<file path="config.mk">
export PLATFORM = sky130hd
export DESIGN_NAME = round_robin_arbiter
export DESIGN_NICKNAME = d
export VERILOG_FILES = /design/src/rtl/round_robin_arbiter_pkg.sv /design/src/rtl/first_one.sv /design/src/rtl/round_robin_arbiter.sv
export SDC_FILE = /design/constraint.sdc
export NUM_CORES = 1
export LEC_CHECK = 0
export BUFFER_PORTS_ARGS = -buffer_cell sky130_fd_sc_hd__buf_2
export CAP_MARGIN = 5
export CORE_AREA = 3 3 40 42
export DETAILED_ROUTE_END_ITERATION = 8
export DIE_AREA = 0 0 43 45
export GPL_TIMING_DRIVEN = 1
export PLACE_DENSITY = 0.86
export SYNTH_ARGS = -nofsm -noshare
export SYNTH_HDL_FRONTEND = slang
export SYNTH_HIERARCHICAL = 1
export SYNTH_SLANG_ARGS = --single-unit
</file>
<file path="constraint.sdc">
create_clock -name clock -period 5.6 [get_ports clock]
set_input_delay 0.28 -clock clock [delete_from_list [all_inputs] [get_ports clock]]
set_output_delay 0.28 -clock clock [all_outputs]
set_load 0.05 [all_outputs]
</file>
<file path="src/rtl/round_robin_arbiter_pkg.sv">
// -----------------------------------------------------------------------------
// round_robin_arbiter_pkg
// Shared definitions for the round-robin arbiter:
//   - state_t         : arbiter FSM state (IDLE / GRANTED)
//   - MAX_WIDTH       : largest requester count the index encoder supports
//   - onehot_to_bin() : one-hot to binary encoder used for grant_index
// -----------------------------------------------------------------------------
package round_robin_arbiter_pkg;

    typedef enum logic {
        IDLE    = 1'b0,
        GRANTED = 1'b1
    } state_t;

    localparam int MAX_WIDTH       = 32;
    localparam int MAX_INDEX_WIDTH = $clog2(MAX_WIDTH);

    // OR-combines the indices of all set bits; for a one-hot input this is
    // exactly the index of the single set bit, and zero input gives zero.
    function automatic logic [MAX_INDEX_WIDTH-1:0] onehot_to_bin(
        input logic [MAX_WIDTH-1:0] onehot
    );
        logic [MAX_INDEX_WIDTH-1:0] index;
        index = '0;
        for (int i = 0; i < MAX_WIDTH; i++) begin
            if (onehot[i]) begin
                index = index | MAX_INDEX_WIDTH'(i);
            end
        end
        return index;
    endfunction

endpackage

</file>
<file path="src/rtl/first_one.sv">
// -----------------------------------------------------------------------------
// first_one
// Priority block: isolates the lowest-indexed set bit of in_vector.
// Ports:
//   in_vector  input  WIDTH  candidate bits
//   first      output WIDTH  one-hot lowest set bit of in_vector (0 if none)
// -----------------------------------------------------------------------------
module first_one #(
    parameter int WIDTH = 4
) (
    input  logic [WIDTH-1:0] in_vector,
    output logic [WIDTH-1:0] first
);

    // x & -x keeps only the least significant set bit.
    assign first = in_vector & (~in_vector + WIDTH'(1));

endmodule

</file>
<file path="src/rtl/round_robin_arbiter.sv">
// -----------------------------------------------------------------------------
// round_robin_arbiter
// Shares one downstream resource between WIDTH requesters. Grants rotate in
// round-robin order; a grant is held until a valid/ready transfer completes,
// after which the just-served requester drops to lowest priority.
//
// Optional feature macro: ROUND_ROBIN_ARBITER_PACKET_LOCK_EN
//   When defined, the request_last port exists and the grant only moves on a
//   transfer that carries request_last for the granted requester, so
//   multi-beat packets are never interleaved.
//
// Ports:
//   clock         input  1            rising-edge clock
//   reset         input  1            asynchronous reset, active high
//   requests      input  WIDTH        per-requester request lines
//   request_last  input  WIDTH        last beat per requester (packet lock only)
//   grant_ready   input  1            downstream accepts the current transfer
//   grants        output WIDTH        registered one-hot grant
//   grant_valid   output 1            registered, equals |grants
//   grant_index   output INDEX_WIDTH  registered binary index of the grant
//
// WIDTH must be in the range 2..MAX_WIDTH (32).
// -----------------------------------------------------------------------------
module round_robin_arbiter
    import round_robin_arbiter_pkg::*;
#(
    parameter int WIDTH       = 4,
    parameter int INDEX_WIDTH = $clog2(WIDTH)
) (
    input  logic                   clock,
    input  logic                   reset,
    input  logic [WIDTH-1:0]       requests,
`ifdef ROUND_ROBIN_ARBITER_PACKET_LOCK_EN
    input  logic [WIDTH-1:0]       request_last,
`endif
    input  logic                   grant_ready,
    output logic [WIDTH-1:0]       grants,
    output logic                   grant_valid,
    output logic [INDEX_WIDTH-1:0] grant_index
);

    state_t           state;
    state_t           state_next;
    logic [WIDTH-1:0] last_winner;
    logic [WIDTH-1:0] last_winner_next;
    logic [WIDTH-1:0] grants_next;

    logic [WIDTH-1:0] arb_pointer;
    logic [WIDTH-1:0] masked;
    logic [WIDTH-1:0] masked_first;
    logic [WIDTH-1:0] all_first;
    logic [WIDTH-1:0] winner;
    logic             held;
    logic             transfer;
    logic             packet_end;
    logic             rearbitrate;

    // ------------------------------------------------------------------
    // Arbitration datapath
    // ------------------------------------------------------------------
    // While granted, a re-arbitration only happens on a transfer, and then
    // the current grant is the requester that must drop to lowest priority.
    assign arb_pointer = (state == GRANTED) ? grants : last_winner;

    // Keep only bits strictly above the pointer. With the pointer at the top
    // bit the shift yields zero, the mask becomes empty, and the unmasked
    // search wraps priority back to requester 0.
    assign masked = requests & ~((arb_pointer << 1) - WIDTH'(1));

    first_one #(.WIDTH(WIDTH)) u_first_masked (
        .in_vector (masked),
        .first     (masked_first)
    );

    first_one #(.WIDTH(WIDTH)) u_first_all (
        .in_vector (requests),
        .first     (all_first)
    );

    assign winner = (|masked) ? masked_first : all_first;

    // A granted requester that drops its request has broken the protocol;
    // that case is handled separately from a normal transfer.
    assign held     = |(requests & grants);
    assign transfer = grant_valid & grant_ready & held;

`ifdef ROUND_ROBIN_ARBITER_PACKET_LOCK_EN
    assign packet_end = |(request_last & grants);
`else
    assign packet_end = 1'b1;
`endif

    assign rearbitrate = transfer & packet_end;

    // ------------------------------------------------------------------
    // FSM: state register
    // ------------------------------------------------------------------
    // NOTE: sequential state uses non-blocking (<=) so every register samples
    // pre-edge values regardless of process ordering.
    always_ff @(posedge clock or posedge reset) begin
        if (reset) begin
            state <= IDLE;
        end else begin
            state <= state_next;
        end
    end

    // ------------------------------------------------------------------
    // FSM: next-state logic
    // ------------------------------------------------------------------
    // NOTE: every always_comb output gets a default first so no path leaves
    // it unassigned, which would infer a latch.
    always_comb begin
        state_next = state;
        case (state)
            IDLE:    if (|requests) state_next = GRANTED;
            GRANTED: if (!held)     state_next = IDLE;
            default:                state_next = IDLE;
        endcase
    end

    // ------------------------------------------------------------------
    // FSM: output logic (next values of the registered outputs)
    // ------------------------------------------------------------------
    always_comb begin
        grants_next      = grants;
        last_winner_next = last_winner;
        case (state)
            IDLE: begin
                // winner is zero when nothing is requesting
                grants_next = winner;
            end
            GRANTED: begin
                if (!held) begin
                    grants_next = '0;
                end else if (rearbitrate) begin
                    // held implies requests is non-zero, so winner is too:
                    // the next grant follows with no idle cycle.
                    grants_next      = winner;
                    last_winner_next = grants;
                end
            end
            default: begin
                grants_next = '0;
            end
        endcase
    end

    // ------------------------------------------------------------------
    // Output and pointer registers
    // ------------------------------------------------------------------
    always_ff @(posedge clock or posedge reset) begin
        if (reset) begin
            grants      <= '0;
            grant_valid <= 1'b0;
            grant_index <= '0;
            last_winner <= {1'b1, {(WIDTH-1){1'b0}}};
        end else begin
            grants      <= grants_next;
            grant_valid <= |grants_next;
            grant_index <= INDEX_WIDTH'(onehot_to_bin(MAX_WIDTH'(grants_next)));
            last_winner <= last_winner_next;
        end
    end

endmodule
</file>
==> out/metrics.yaml, run 1 <==
max_cap_violations: 0
die_h_um: 45
nNetsFinal: 89
gp_congestion: 0.835
grt_pass1_wl_um: 2240
synth_flop_cell: "dfrtp_1"
critPathMaxStageDelay_ps: 520
synth_top_family_by_area: "simple AND/OR/NAND/NOR gates"
path_cells: "mux2i_2, ha_1, and2_2, o32a_4, a221oi_2, nand4_1"
clock_sinks: 11
p_switching_uw: 210
htreeDepth: 1
yosys_register_bits: 11
fp.dieW_um: 43
rows: 13
p_per_area_nw_per_um2: 546
yosys_warnings: 6
intPower_uw: 227
p_sw_share_pct: 48.1
synth_compound_area_share_pct: 19.3
combPwrFrac_pct: 57.5
coreArea_um2: 1280
critPathCaptureType: "register"
grt.total_usage_pct: 15.4
power_uw: 437
synth-simple-area-share_pct: 21.5
postCtsSetupBuffers: 0
slowest_stage: "dfrtp_1"
critPathLaunchType: "register"
overflow: 0
synth_edf_count: 0
finalHoldViolations: 11
syn-cell-area_um2: 706
cp_num_buf_inv: 0
cp_max_fo: 8
cp.required_ps: 5710
syn_to_final_growth_pct: 13.5
diodes: 0
avgViaCountPerCell: 5.58
status: "complete, but fails checks"
routed_wl_um: 1320
dr.pass1.iters: 4
die_area_um2: 1940
final_antenna_net_count: 0
avgSynthCellArea_um2: 11.2
clockBufferDepth: 2
setup_viol: 0
slew_viol_final: 0
fin_area_um2: 801
synthMuxAreaShare_pct: 11.0
synthAdderAreaFrac_pct: 1.77
worstSkewPairLatency_ps: 250
p_leak_nw: 0.426
rrSetupSlack_ps: 3220
drive_above_1_share_pct: 38.8
critPathTopFamily: "compound AO/OA/AOI/OAI gates"
period_needed_ps: 2380
setup_tns_ps: 0
grt_start_max_net_pins: 12
yosysSeqAreaShare_pct: 39.0
pwr-share-clk_pct: 11.2
cts_root_buffer: "clkbuf_4"
clk_pin_slew_ps: 60
first_global_vias: 504
final_cell_mix: "buf_2, dfrtp_1, inv_1"
vias: 530
mostFrequentLayoutCell: "buf_2"
slew_headroom_pct: 55.1
place_area_um2: 774
antenna_found_initial: 0
worstMarginPinSlew_ps: 673
drc: 0
min_path_type: "in -> async"
synth_cells: 63
crit_arrival_ps: 2490
vdd_ir_drop_max_mv: 0.355
ctsHoldBuffers: 0
ios: 14
ctsResizeCount: 0
portBuffers: 13
numCtsBuffers: 3
critical_path_class: "reg -> reg"
avgRoutedWirePerCell_um: 13.9
seq_power_share_pct: 31.4
synth.distinct_cells: 29
rsz0062_at_grt: "no"
fin_util_pct: 62.3
holdWs_ps: -2.04
synth_xor_area_share_pct: 0
dp_hpwl_um: 1060
cts_tree: "built"
fin_crit_sh_pct: 42.5
initial_core_util_pct: 54.9
max_freq_mhz: 420
synth-async-reset-ratio_pct: 100
drt_iter0_markers: 17
clock_skew_ps: 0.292
violations: "hold timing"
==> through the flow <==
step | hold WS [ps] | setup WS (ps) | std cells
CTS | 9.48 | 3220 | 95
global route | 13.4 | 3090 | 95
detailed placement | 281 | 3230 | 91
floorplan | 132 | 3290 | 66
global placement | 271 | 3340 | 91
finish | -2.04 | 3220 | 95
==> synthesized netlist by cell type (all sizes together), types with 2 or more instances <==
cell type | instances | area share, %
a221oi | 4 | 7.6
a22oi | 2 | 2.1
and2 | 6 | 5.7
buf | 3 | 3.7
dfrtp | 11 | 39
inv | 6 | 3.2
mux2 | 3 | 4.8
mux2i | 4 | 6.2
nand2 | 5 | 2.7
nor2b | 3 | 3.0
nor3b | 2 | 2.1
nor4b | 2 | 4.3
==> power groups by stage <==
stage          Combinational [mW]  Sequential (mW)  Clock (mW)
2_1_floorplan               0.151            0.192           0
3_3_place_gp                0.242            0.139           0
3_5_place_dp                0.251            0.138           0
4_1_cts                     0.252            0.137      0.0508
5_1_grt                     0.269            0.142      0.0553
6_report                    0.251            0.137      0.0489
==> layer usage <==
metal  wire, um  GRT usage [%]
met2        677           26.0
met5          0              0
met3         59           3.19
met4          8           6.02
met1        574           19.5
==> sequential cells by signal (all words and copies together) (netlist names) <==
signal       cells
grants           4
last_winner      3
grant_index      2
grant_valid      1
state            1
==> final cells by class <==
cell class	instances	area, um2
fillers	101	484
multi-input cells	46	393
flip-flops and latches	11	275
repair buffers	13	65.1
clock buffers	4	26.3
inverters	6	22.5
well taps	15	18.8
==> cell families (layout without fill, tap and decap cells) <==
| logic type | Yosys count | count (layout) |
|---|---|---|
| compound gates | 12 | 12 |
| fa+ha+maj | 1 | 1 |
| buf+inv | 9 | 23 |
| flops | 11 | 11 |
| mux | 7 | 7 |
| other cells | 1 | 4 |
| simple gates | 22 | 22 |
==> worst register-to-register path, delay by kind of cell, from the launching register on <==
kind	cells	cell delay (ps)
compound gates	2	810
flops	1	520
simple gates	2	350
mux	1	310
fa+ha+maj	1	260
==> worst paths after layout <==
check,cells after the start,to,from
worst max register to register,6,grant_valid,state
worst min register to register,1,last_winner[2],last_winner[2]
min in group clock,3,grants[0],requests[0]
worst min-delay path,2,last_winner[2],reset
worst max-delay path,6,grant_valid,state
max in group asynchronous,2,grant_index[1],reset
Note: power is estimated with default switching activity, not from simulation.
==> inputs of run 2 (changes only) <==
- CORE_AREA: 3 3 40 42 -> default
- CORE_MARGIN: default -> 3
- CORE_UTILIZATION: default -> 47
- DIE_AREA: 0 0 43 45 -> default
- PLACE_DENSITY: 0.86 -> 0.81
- clock period: 5.6 -> 2.05 ns (I/O delays scaled with it)
==> out/metrics.yaml, run 2 (synthesis gave the netlist of run 1 again) <==
whs_path_depth: 3
htreeDepth: 1  # unchanged
period_needed_ps: 2080  # -301 ps
critPathLaunchType: "register"
regArea_um2: 279  # +1.4%
min_path_type: "in -> reg"
combPwrFrac_pct: 64.8  # +7.3 points
top_regs: "grants: 4 flops, last_winner: 3 flops, grant_index: 2 flops"
critical_path_class: "reg -> reg"
cp_max_fo: 4  # -4
rrSetupSlack_ps: -30  # -3250 ps
pwr-share-clk_pct: 10.0  # -1.2 points
crit_arrival_ps: 2210  # -280 ps
die_h_um: 44.8  # -0.56%
p_per_area_nw_per_um2: 1530  # +180%
cp.required_ps: 2180  # -3530 ps
critPathCaptureType: "register"
die_area_um2: 2000  # +3.5%
slew_headroom_pct: 64.3  # +9.2 points
initial_core_util_pct: 52.3  # -2.6 points
max_freq_mhz: 481  # +14%
dp_slack_ps: -45.2  # -3270 ps
p_sw_share_pct: 46.3  # -1.8 points
regMostFlops: "grants"
cts_root_buffer: "clkbuf_4"
setup_viol: 1  # +1
routed_wl_um: 1450  # +9.6%
intPower_uw: 757  # +230%
fin_crit_sh_pct: 101  # +59 points
rsz0062_at_grt: "yes"
vias: 556  # +4.9%
grt.total_usage_pct: 17.7  # +2.3 points
reg2reg_depth: 6  # unchanged
worstMarginPinSlew_ps: 536  # -137 ps
cp.depth: 6  # unchanged
fp.dieW_um: 44.8  # +4.1%
worstSkewPairLatency_ps: 260  # about the same
holdWs_ps: 176  # +178 ps
grt_start_max_net_pins: 12  # unchanged
power_mw: 1.41  # +220%
drt_iter0_markers: 4  # -13
vdd_ir_drop_max_mv: 0.898  # +150%
diodes: 0  # unchanged
place_area_um2: 870  # +12%
max_cap_violations: 0  # unchanged
ios: 14  # unchanged
slowest_stage: "dfrtp_1"
nNetsFinal: 97  # +9.0%
seq_power_share_pct: 25.2  # -6.2 points
clock_skew_ps: 0.886  # +0.594 ps
drive_above_1_share_pct: 47.7  # +9.0 points
overflow: 0  # unchanged
grt_pass1_wl_um: 2540  # +14%
largest_reg_flops: 4  # unchanged
p_switching_uw: 653  # +210%
antenna_found_initial: 0  # unchanged
clockBufferDepth: 2  # unchanged
avgViaCountPerCell: 5.40  # -3.2%
numCtsBuffers: 3  # unchanged
gp_congestion: 0.789  # -5.6%
final_cell_mix: "buf_2, dfrtp_1, buf_4"
critPathMaxStageDelay_ps: 410  # -110 ps
p_leak_nw: 0.461  # +8.4%
status: "complete, but fails checks"
cp_num_buf_inv: 0  # unchanged
syn_to_final_growth_pct: 31.0
critPathTopFamily: "compound AO/OA/AOI/OAI gates"
path_cells: "mux2i_2, ha_1, and2_4, o32a_4, a221oi_2, nand4_1"
cts_tree: "built"
clk_pin_slew_ps: 60  # about the same
fin_area_um2: 925  # +15%
mostFrequentLayoutCell: "buf_2"
final_antenna_net_count: 0  # unchanged
multi_input_area_um2: 450  # +15%
clock_sinks: 11  # unchanged
dp_hpwl_um: 1200  # +14%
first_global_vias: 599  # +19%
rows: 13  # unchanged
drc: 0  # unchanged
violations: "setup timing"
fillCellCount: 108  # +6.9%
slew_viol_final: 0  # unchanged
finalHoldViolations: 0  # -11
portBuffers: 13  # unchanged
dr.pass1.iters: 4  # unchanged
avgRoutedWirePerCell_um: 14.0  # +1.0%
coreArea_um2: 1350  # +5.1%
fin_ws_ps: -30.4  # -3250 ps
==> run 2: final cells by class <==
cell class | count | share of cell area, %
well taps | 15 | 2.03
multi-input cells | 46 | 48.7
repair buffers | 21 | 13.8
flip-flops and latches | 11 | 30.2
clock buffers | 4 | 2.84
inverters | 6 | 2.44
==> run 2: final timing paths <==
check,from,endpoint
min in group asynchronous,reset,grant_index[0]
worst min register to register,last_winner[1],last_winner[1]
worst max-delay path,state,grant_valid
worst max register to register,state,grant_valid
worst min-delay path,requests[0],grants[0]
max in group asynchronous,reset,grants[0]
==> run 2: worst min-delay path, stage by stage <==
cell and delay (ps):
buf_2 150, a221oi_1 110, inv_1 50
==> run 2: power by group through the flow <==
stage,Combinational [mW],Sequential [mW],Clock [mW]
3_3_place_gp,0.858,0.357,0
6_report,0.913,0.356,0.141
2_1_floorplan,0.507,0.528,0
3_5_place_dp,0.881,0.361,0
5_1_grt,0.984,0.367,0.160
4_1_cts,0.916,0.357,0.150
==> run 2: layer usage <==
metal / track usage (%) / share of wire (%) / vias up
met3: 5.18 / 7.3 / 4
met5: 0 / 0 / -
met4: 7.23 / 1.5 / 0
met1: 20.2 / 40 / 260
li1: - / - / 274
met2: 30.7 / 51 / 18
==> run 2: what timing repair did <==
item                                    CTS  global route
pin swaps                                 5             2
hold buffers                              1             0
endpoints found under the setup margin    2             7
resized for setup                         1             0
hold endpoints to repair                 11             0
setup buffers                             1             0
==> run 2: metrics by stage <==
stage | instances | TNS [ps] | utilization (%)
final | 103 | -30.4 | 68.5
after global routing | 103 | -509 | 68.5
after CTS | 103 | -62.9 | 68.5
after detailed placement | 97 | -45.2 | 64.4
after global placement | 97 | 0 | 64.4
after floorplan | 66 | -7.61 | -
